<file path="config.mk">
export PLATFORM = sky130hd
export DESIGN_NAME = ccc_lock_reset_ctrl_flat
export DESIGN_NICKNAME = d
export VERILOG_FILES = /design/src/rtl/ccc_lock_reset_ctrl_if.sv /design/src/rtl/ccc_lock_reset_ctrl.sv /design/src/flat_wrapper.sv
export SDC_FILE = /design/constraint.sdc
export NUM_CORES = 1
export LEC_CHECK = 0
export CAP_MARGIN = 20
export CORE_AREA = 2 2 63 65
export DETAILED_ROUTE_END_ITERATION = 12
export DIE_AREA = 0 0 65 67
export GPL_TIMING_DRIVEN = 0
export PLACE_DENSITY = 0.89
export SETUP_SLACK_MARGIN = 0.2
export SLEW_MARGIN = 25
export SYNTH_ARGS = -nofsm -noshare
export SYNTH_HDL_FRONTEND = slang
export SYNTH_SLANG_ARGS = --single-unit
</file>
<file path="constraint.sdc">
create_clock -name clk -period 2.8 [get_ports clk]
set_input_delay 0.56 -clock clk [delete_from_list [all_inputs] [get_ports clk]]
set_output_delay 0.56 -clock clk [all_outputs]
set_load 0.01 [all_outputs]
</file>
<file path="src/rtl/ccc_lock_reset_ctrl_if.sv">
// Lock/reset status bundle between the CCC lock consumer and the fabric that uses it.
// Latency: none, this file only groups wires.
// Backpressure: none, all signals are level or single-cycle pulse, no handshake.
//
// Ports carried:
//   lock_in   host -> ctrl   asynchronous CCC LOCK
//   clr_stat  host -> ctrl   single-cycle pulse clearing lock_err and loss_cnt
//   rst_out   ctrl -> host   active-high reset for CCC-clocked fabric
//   ready     ctrl -> host   high only while lock is qualified (RUN)
//   lock_err  ctrl -> host   sticky lock-timeout flag
//   loss_cnt  ctrl -> host   saturating count of lock losses seen in RUN
//   state     ctrl -> host   0 WAIT_LOCK, 1 STABLE, 2 HOLD, 3 RUN
interface ccc_lock_reset_ctrl_if #(
    parameter int CNT_W = 8
);
    logic             lock_in;
    logic             clr_stat;
    logic             rst_out;
    logic             ready;
    logic             lock_err;
    logic [CNT_W-1:0] loss_cnt;
    logic [1:0]       state;

    // Host / fabric side.
    modport master (
        output lock_in,
        output clr_stat,
        input  rst_out,
        input  ready,
        input  lock_err,
        input  loss_cnt,
        input  state
    );

    // Lock/reset controller side.
    modport slave (
        input  lock_in,
        input  clr_stat,
        output rst_out,
        output ready,
        output lock_err,
        output loss_cnt,
        output state
    );
endinterface

</file>
<file path="src/rtl/ccc_lock_reset_ctrl.sv">
// CCC lock consumer: synchronise/qualify LOCK, generate fabric reset, time out on lock, count losses.
// Latency: lock rise -> rst_out fall after SYNC_STAGES+LOCK_STABLE+RST_HOLD edges; loss -> rst_out rise after SYNC_STAGES.
// Backpressure: none; lock_in is free-running, clr_stat is a pulse, outputs are registered levels.
//
// Ports:
//   clk   free-running clock independent of the monitored CCC (RCOSC-derived)
//   rst   synchronous active-high reset
//   bus   slave modport of ccc_lock_reset_ctrl_if (lock_in, clr_stat in; rst_out, ready,
//         lock_err, loss_cnt, state out)
module ccc_lock_reset_ctrl #(
    parameter int SYNC_STAGES  = 2,
    parameter int LOCK_STABLE  = 256,
    parameter int RST_HOLD     = 16,
    parameter int LOCK_TIMEOUT = 100000,
    parameter int CNT_W        = 8
) (
    input  logic                 clk,
    input  logic                 rst,
    ccc_lock_reset_ctrl_if.slave bus
);

    // One counter serves both STABLE and HOLD, so size it for the longer of the two.
    localparam int CNT_MAX  = (LOCK_STABLE > RST_HOLD) ? LOCK_STABLE : RST_HOLD;
    localparam int CNT_BITS = (CNT_MAX > 1) ? $clog2(CNT_MAX) : 1;
    localparam int TMO_BITS = (LOCK_TIMEOUT > 1) ? $clog2(LOCK_TIMEOUT) : 1;

    localparam logic [CNT_BITS-1:0] STABLE_LAST = CNT_BITS'(LOCK_STABLE - 1);
    localparam logic [CNT_BITS-1:0] HOLD_LAST   = CNT_BITS'(RST_HOLD - 1);
    localparam logic [TMO_BITS-1:0] TMO_LAST    = TMO_BITS'(LOCK_TIMEOUT - 1);
    localparam logic [CNT_W-1:0]    LOSS_MAX    = '1;
    localparam logic [CNT_W-1:0]    LOSS_ONE    = CNT_W'(1);

    typedef enum logic [1:0] {
        WAIT_LOCK = 2'd0,
        STABLE    = 2'd1,
        HOLD      = 2'd2,
        RUN       = 2'd3
    } state_t;

    state_t               state_q;
    logic [CNT_BITS-1:0]  cnt_q;
    logic [TMO_BITS-1:0]  tmo_q;
    logic                 rst_out_q;
    logic                 ready_q;
    logic                 lock_err_q;
    logic [CNT_W-1:0]     loss_cnt_q;

    // ------------------------------------------------------------------
    // LOCK synchroniser. lock_in comes from the CCC domain with no
    // relationship to clk; everything downstream looks only at lock_s.
    // ------------------------------------------------------------------
    logic [SYNC_STAGES-1:0] sync_q;
    logic                   lock_s;

    always_ff @(posedge clk) begin
        if (rst) begin
            sync_q <= '0;
        end else begin
            sync_q <= {sync_q[SYNC_STAGES-2:0], bus.lock_in};
        end
    end

    assign lock_s = sync_q[SYNC_STAGES-1];

    // Events that feed the status registers. Both are evaluated against the
    // current state so they line up with the FSM edge that acts on them.
    logic loss_evt;
    logic tmo_evt;

    assign loss_evt = (state_q == RUN) && !lock_s;
    assign tmo_evt  = (state_q == WAIT_LOCK) && !lock_s && (tmo_q == TMO_LAST);

    // ------------------------------------------------------------------
    // Qualification FSM. rst_out/ready are written alongside every state
    // update so they always reflect the state being entered, i.e. they move
    // on the same edge as state without any decode glitches.
    // ------------------------------------------------------------------
    always_ff @(posedge clk) begin
        if (rst) begin
            state_q   <= WAIT_LOCK;
            cnt_q     <= '0;
            tmo_q     <= '0;
            rst_out_q <= 1'b1;
            ready_q   <= 1'b0;
        end else begin
            case (state_q)
                WAIT_LOCK: begin
                    if (lock_s) begin
                        state_q   <= STABLE;
                        cnt_q     <= '0;
                        tmo_q     <= '0;
                        rst_out_q <= 1'b1;
                        ready_q   <= 1'b0;
                    end else if (tmo_q == TMO_LAST) begin
                        // Timeout only flags an error; keep waiting with a fresh window.
                        tmo_q <= '0;
                    end else begin
                        tmo_q <= tmo_q + 1'b1;
                    end
                end

                STABLE: begin
                    if (!lock_s) begin
                        // Any drop restarts qualification from scratch.
                        state_q   <= WAIT_LOCK;
                        cnt_q     <= '0;
                        rst_out_q <= 1'b1;
                        ready_q   <= 1'b0;
                    end else if (cnt_q == STABLE_LAST) begin
                        state_q   <= HOLD;
                        cnt_q     <= '0;
                        rst_out_q <= 1'b1;
                        ready_q   <= 1'b0;
                    end else begin
                        cnt_q <= cnt_q + 1'b1;
                    end
                end

                HOLD: begin
                    if (!lock_s) begin
                        state_q   <= WAIT_LOCK;
                        cnt_q     <= '0;
                        rst_out_q <= 1'b1;
                        ready_q   <= 1'b0;
                    end else if (cnt_q == HOLD_LAST) begin
                        state_q   <= RUN;
                        cnt_q     <= '0;
                        rst_out_q <= 1'b0;
                        ready_q   <= 1'b1;
                    end else begin
                        cnt_q <= cnt_q + 1'b1;
                    end
                end

                RUN: begin
                    if (!lock_s) begin
                        state_q   <= WAIT_LOCK;
                        cnt_q     <= '0;
                        rst_out_q <= 1'b1;
                        ready_q   <= 1'b0;
                    end
                end

                default: begin
                    state_q   <= WAIT_LOCK;
                    cnt_q     <= '0;
                    tmo_q     <= '0;
                    rst_out_q <= 1'b1;
                    ready_q   <= 1'b0;
                end
            endcase
        end
    end

    // ------------------------------------------------------------------
    // Status. A clear coinciding with a new event keeps the event: the
    // timeout flag stays set, and the loss counter restarts at one.
    // ------------------------------------------------------------------
    always_ff @(posedge clk) begin
        if (rst) begin
            lock_err_q <= 1'b0;
            loss_cnt_q <= '0;
        end else begin
            if (tmo_evt) begin
                lock_err_q <= 1'b1;
            end else if (bus.clr_stat) begin
                lock_err_q <= 1'b0;
            end

            if (bus.clr_stat) begin
                loss_cnt_q <= loss_evt ? LOSS_ONE : '0;
            end else if (loss_evt && (loss_cnt_q != LOSS_MAX)) begin
                loss_cnt_q <= loss_cnt_q + 1'b1;
            end
        end
    end

    assign bus.rst_out  = rst_out_q;
    assign bus.ready    = ready_q;
    assign bus.lock_err = lock_err_q;
    assign bus.loss_cnt = loss_cnt_q;
    assign bus.state    = state_q;

endmodule

</file>
<file path="src/flat_wrapper.sv">
// flat-port wrapper written by rule: the top's interface ports become plain ports
module ccc_lock_reset_ctrl_flat 
#(
    parameter int SYNC_STAGES  = 2,
    parameter int LOCK_STABLE  = 256,
    parameter int RST_HOLD     = 16,
    parameter int LOCK_TIMEOUT = 100000,
    parameter int CNT_W        = 8
)
  (clk, rst, bus_lock_in, bus_clr_stat, bus_rst_out, bus_ready, bus_lock_err, bus_loss_cnt, bus_state);
  ccc_lock_reset_ctrl_if #(.CNT_W(CNT_W)) bus_i ();
  input  logic clk;
  input  logic rst;
  input wire logic [$bits(bus_i.lock_in)-1:0] bus_lock_in;
  input wire logic [$bits(bus_i.clr_stat)-1:0] bus_clr_stat;
  output wire logic [$bits(bus_i.rst_out)-1:0] bus_rst_out;
  output wire logic [$bits(bus_i.ready)-1:0] bus_ready;
  output wire logic [$bits(bus_i.lock_err)-1:0] bus_lock_err;
  output wire logic [$bits(bus_i.loss_cnt)-1:0] bus_loss_cnt;
  output wire logic [$bits(bus_i.state)-1:0] bus_state;
  assign bus_i.lock_in = bus_lock_in;
  assign bus_i.clr_stat = bus_clr_stat;
  assign bus_rst_out = bus_i.rst_out;
  assign bus_ready = bus_i.ready;
  assign bus_lock_err = bus_i.lock_err;
  assign bus_loss_cnt = bus_i.loss_cnt;
  assign bus_state = bus_i.state;
  ccc_lock_reset_ctrl #(.SYNC_STAGES(SYNC_STAGES), .LOCK_STABLE(LOCK_STABLE), .RST_HOLD(RST_HOLD), .LOCK_TIMEOUT(LOCK_TIMEOUT), .CNT_W(CNT_W)) u_core (.clk(clk), .rst(rst), .bus(bus_i));
endmodule
</file>
## Word-level counts from Yosys, hierarchy flattened

Cells that the tools add are included.

- Reduce and logical (&&, ||, !) cells: 10
- Equality and inequality tests: 11
- $add $sub $neg: 3
- Mux-type cells: 35

Operators by type and width:

| cell | number |
|---|---|
| 2-to-1 mux 8 bit | 8 |
| 2-to-1 mux 17 bit | 2 |
| case mux 8 bit (4 select lines) | 1 |
| adder 17 x 1 -> 17 bit, second input constant | 1 |
| == test 17 bit, second input constant | 1 |
| adder 8 x 1 -> 8 bit, second input constant | 2 |
| 2-to-1 mux 1 bit | 15 |
| 2-to-1 mux 2 bit | 6 |
| == test 8 x 4 -> 1 bit, second input constant | 1 |
| == test 8 bit, second input constant | 1 |
| != test 8 bit, second input constant | 1 |
| case mux 1 bit (4 select lines) | 2 |
| case mux 2 bit (4 select lines) | 1 |
| != test 3 bit, second input constant | 2 |
| == test 2 bit, second input constant | 2 |
| logical AND 1 bit | 4 |
| AND reduction 4 bit | 1 |
| nonzero test 2 bit | 2 |
| == test 2 x 1 -> 1 bit, second input constant | 1 |
| logical NOT 2 bit | 1 |
| != test 2 x 1 -> 1 bit, second input constant | 1 |
| != test 2 bit, second input constant | 1 |
| AND reduction 2 bit | 1 |
| logical NOT 1 bit | 1 |

- Word-level logic and storage cells: 67
- Register bits: 40

## Logic depth before layout (Yosys ltp)

- Depth in word-level cells: 5
- Depth in mapped cells: 9

## Least setup slack after synthesis

No wires, ideal clock.

- Path type: reg-to-reg
- Start point: register u_core.state_q[0], in the netlist u_core.bus.state[0]
- End point: register u_core.tmo_q[9]
- Library setup time: 0.084 ns
- Data required time: 2.716 ns
- Cell stages (with the launch flop): 10
- Setup slack: 0.785 ns
- Arrival time: 1.930 ns
- Path buffers: 2
- Cells stage by stage: dfxtp_1 -> inv_1 -> ha_1 -> nand2b_4 -> or2_0 -> buf_2 -> or2_1 -> buf_6 -> or2_1 -> o31ai_2

- Word-level cells in the longest chain between the ends: 1

RTL lines:

| item | line | source |
|---|---|---|
| from (decl) | ccc_lock_reset_ctrl.sv:40 | `state_t state_q;` |
| from (signal assigned) | ccc_lock_reset_ctrl.sv:80 | `state_q <= WAIT_LOCK;` |
| from (signal assigned) | ccc_lock_reset_ctrl.sv:89 | `state_q <= STABLE;` |
| from (signal assigned) | ccc_lock_reset_ctrl.sv:105 | `state_q <= WAIT_LOCK;` |
| logical NOT 2 bit | ccc_lock_reset_ctrl.sv:86 | `case (state_q)` |
| to (signal assigned) | ccc_lock_reset_ctrl.sv:98 | `tmo_q <= tmo_q + 1'b1;` |
| to (decl) | ccc_lock_reset_ctrl.sv:42 | `logic [TMO_BITS-1:0] tmo_q;` |

No other way between the ends.
A chain may end at the register's enable or synchronous reset.

## Final worst setup path

- Start point: register u_core.state_q[1], in the netlist u_core.bus.state[1]
- End point: register u_core.tmo_q[9]

The elaborated chain is that of the path after synthesis.

==> impl_metrics.json <==
{
  "status": "completed",
  "cp_slowest_cell": "dfxtp_1",
  "synthCells": 239,
  "grt-ovfl-total": 0,
  "antenna_found_initial": 0,
  "fp.dieW_um": 65,
  "ys.warnings.count": 0,
  "endpoint_kind": "flip-flop",
  "cts_tree": "done",
  "final-setup-viol-count": 0,
  "async_flop_share": 0,
  "reg2reg_to": "u_core.tmo_q[9]$_SDFFE_PP0N_",
  "ff_latch_area_um2": 801,
  "fp-row-count": 22,
  "cp.required_ps": 3010,
  "criticalPathCategory": "flip-flop to flip-flop",
  "rsz0062_at_grt": "no",
  "rr_worst_depth": 9,
  "ys_seq_area_frac": 0.393,
  "core_um2": 3610,
  "fin_cells": 311,
  "synthMuxAreaShare": 0.0258,
  "cap_violations": 0,
  "firstDrtPassIters": 4,
  "critPathLaunchType": "flip-flop",
  "drive_gt1_frac": 0.0722,
  "place_inst": 303,
  "drt_iter0_markers": 119,
  "vdd_drop_max_v": 0.000396,
  "cp_max_fo": 8,
  "avgSynthCellArea_um2": 8.52,
  "initial_core_util": 0.565,
  "yosys.area_share.simple": 0.285,
  "clk-insertion-delay-late_ps": 300,
  "ys.flop_type": "dfxtp_1",
  "port_buffers": 16,
  "p_leak_nw": 0.805,
  "post_drt_wl_per_cell_um": 12.7,
  "cp_cell_sequence": "inv_1 -> ha_1 -> nand2b_4 -> or2_0 -> buf_2 -> or2_1 -> buf_6 -> or2_1 -> o31ai_2",
  "maxSlewViolCount": 0,
  "hold_start": "u_core.sync_q[0]$_SDFF_PP0_",
  "route.vias.total": 1752,
  "max-slew-margin-rel": 0.629,
  "cp.arrival_ps": 2400,
  "cts_resized": 0,
  "layout_common_cells": "dfxtp_1, nor2_1, nand2_1",
  "viasPerCell": 5.63,
  "areaGrowthSynthToFinish_pct": 15.6,
  "fillers": 290,
  "ys_types": 52,
  "synth_xor_area_frac": 0.0559,
  "fin_skew_ps": 9.33,
  "hold_slack_ps": 441,
  "cpPeakStageDelay_ps": 370,
  "grt.total_usage": 0.210,
  "num_antenna_cells": 0,
  "holdBufCountCts": 0,
  "synth_edf_count": 0,
  "grt_pass1_vias": 1659,
  "clock-sinks": 40,
  "cts_buffers": 5,
  "fin_nets": 274,
  "rrSetupSlack_ps": 620,
  "layout_commonest_cell": "dfxtp_1",
  "place.gp.congestion": 0.807,
  "timing.final.crit_period_ps": 2180,
  "die_h_um": 67,
  "hpwl_um": 2810,
  "clk_path_buf_depth": 2,
  "cpMostUsedCell": "or2_1",
  "synth_seq_cells": 40,
  "root_buffer": "clkbuf_8",
  "top_level_ports": 17,
  "synth_compound_area_frac": 0.152,
  "clk_pin_slew_ps": 80,
  "r2r_start": "u_core.bus.state[1]$_SDFFE_PP0P_",
  "grt_max_degree": 14,
  "dieArea_um2": 4360,
  "hold_viol": 0,
  "drc": 0,
  "synth_top_family_by_area": "simple AND/OR/NAND/NOR gates",
  "tightest_slew_ps": 552,
  "timing.final.crit_share": 0.780,
  "hold_end": "u_core.sync_q[1]$_SDFF_PP0_",
  "drt_wl_total_um": 3940,
  "holdPathStages": 1,
  "synth_fa_ha_area_frac": 0.0491,
  "fmax_mhz": 458,
  "fin_tns_setup_ps": 0,
  "grt_pass1_wl_um": 7160,
  "ant_nets": 0,
  "utilization": 0.653,
  "worstHoldPathType": "flip-flop to flip-flop",
  "htree_levels": 2,
  "syn_nets": 251,
  "multiInputGateArea_um2": 1160,
  "powerDensity_nw_per_um2": 493,
  "syn_area_um2": 2040,
  "postCtsSetupRepairBufs": 0
}
==> worst max path at each step <==
| stage | startpoint | endpoint | slack [ps] | cells after the start |
|---|---|---|---|---|
| 2_1_floorplan | u_core.bus.state[0]$_SDFFE_PP0P_ | u_core.tmo_q[9]$_SDFFE_PP0N_ | 790 | 9 |
| 3_3_place_gp | rst | u_core.tmo_q[9]$_SDFFE_PP0N_ | 390 | 7 |
| 3_5_place_dp | rst | u_core.tmo_q[9]$_SDFFE_PP0N_ | 360 | 7 |
| 4_1_cts | u_core.bus.state[1]$_SDFFE_PP0P_ | u_core.tmo_q[9]$_SDFFE_PP0N_ | 610 | 9 |
| 5_1_grt | u_core.bus.state[0]$_SDFFE_PP0P_ | u_core.tmo_q[9]$_SDFFE_PP0N_ | 460 | 9 |
| 6_report | u_core.bus.state[1]$_SDFFE_PP0P_ | u_core.tmo_q[9]$_SDFFE_PP0N_ | 620 | 9 |
==> where the power goes <==
group | total, W | switching (W) | leakage [nW] | internal [W]
sequential | 0.000597 | 0.0000130 | 0.324 | 0.000584
clock | 0.000410 | 0.000211 | 0.0434 | 0.000199
combinational | 0.000154 | 0.0000857 | 0.438 | 0.0000682
==> layout make-up <==
| cell class | instances | area share |
|---|---|---|
| Buffer | 7 | 0.0181 |
| Clock buffer | 6 | 0.0351 |
| Clock inverter | 2 | 0.00638 |
| Inverter | 10 | 0.0159 |
| Multi-Input combinational cell | 182 | 0.491 |
| Sequential cell | 40 | 0.340 |
| Tap cell | 48 | 0.0255 |
| Timing Repair Buffer | 16 | 0.0680 |
==> kinds of logic after synthesis <==
family	Yosys count
AOI/OAI and AO/OA	48
muxes	4
and+or+nand+nor	109
buffers and inverters	17
xor gates and xnor gates	13
DFF	40
adders and majority gates	8
==> stage by stage <==
step / area [um^2] / power, W / worst slack [ps]
final: 2350 / 0.00116 / 617
after global routing: 2350 / 0.00122 / 459
after CTS: 2350 / 0.00117 / 605
after detailed placement: 2260 / 0.000762 / 362
after global placement: 2260 / 0.000760 / 393
after floorplan: 2040 / 0.000721 / 785
==> state kept, by name, indices dropped and copies added (netlist names) <==
name	count
u_core.bus.lock_err	1
u_core.bus.state	2
u_core.bus.rst_out	1
u_core.tmo_q	17
u_core.bus.loss_cnt	8
u_core.bus.ready	1
u_core.sync_q	2
u_core.cnt_q	8
==> cell usage after synthesis, types with 3 or more instances <==
cell / number / area share
a21o_1: 4 / 0.015
a21oi_1: 11 / 0.027
a31oi_1: 3 / 0.0092
and3_1: 3 / 0.0092
clkbuf_1: 4 / 0.0074
dfxtp_1: 40 / 0.39
ha_1: 8 / 0.049
inv_1: 10 / 0.018
mux2i_1: 3 / 0.015
nand2_1: 19 / 0.035
nand2b_1: 3 / 0.0092
nand3_1: 15 / 0.037
nand4_1: 4 / 0.012
nor2_1: 28 / 0.052
nor2b_1: 3 / 0.0092
nor3_1: 8 / 0.020
nor4_1: 3 / 0.0092
o21ai_0: 5 / 0.012
o21ai_1: 9 / 0.022
xnor2_1: 6 / 0.026
xor2_1: 7 / 0.030
==> layer usage <==
metal | vias up | track usage | share of wire
met4 | 0 | 0.0824 | 0.015
met1 | 825 | 0.260 | 0.48
met3 | 7 | 0.0405 | 0.029
li1 | 894 | - | -
met5 | - | 0 | 0
met2 | 26 | 0.360 | 0.48
==> critical path: cells and delay by family, from the launching register on <==
kind	cells	cell delay, ps
AOI/OAI and AO/OA	1	170
adders and majority gates	1	350
buffers and inverters	3	430
DFF	1	370
and+or+nand+nor	4	780
No activity file was read; power rests on OpenSTA's default activity.
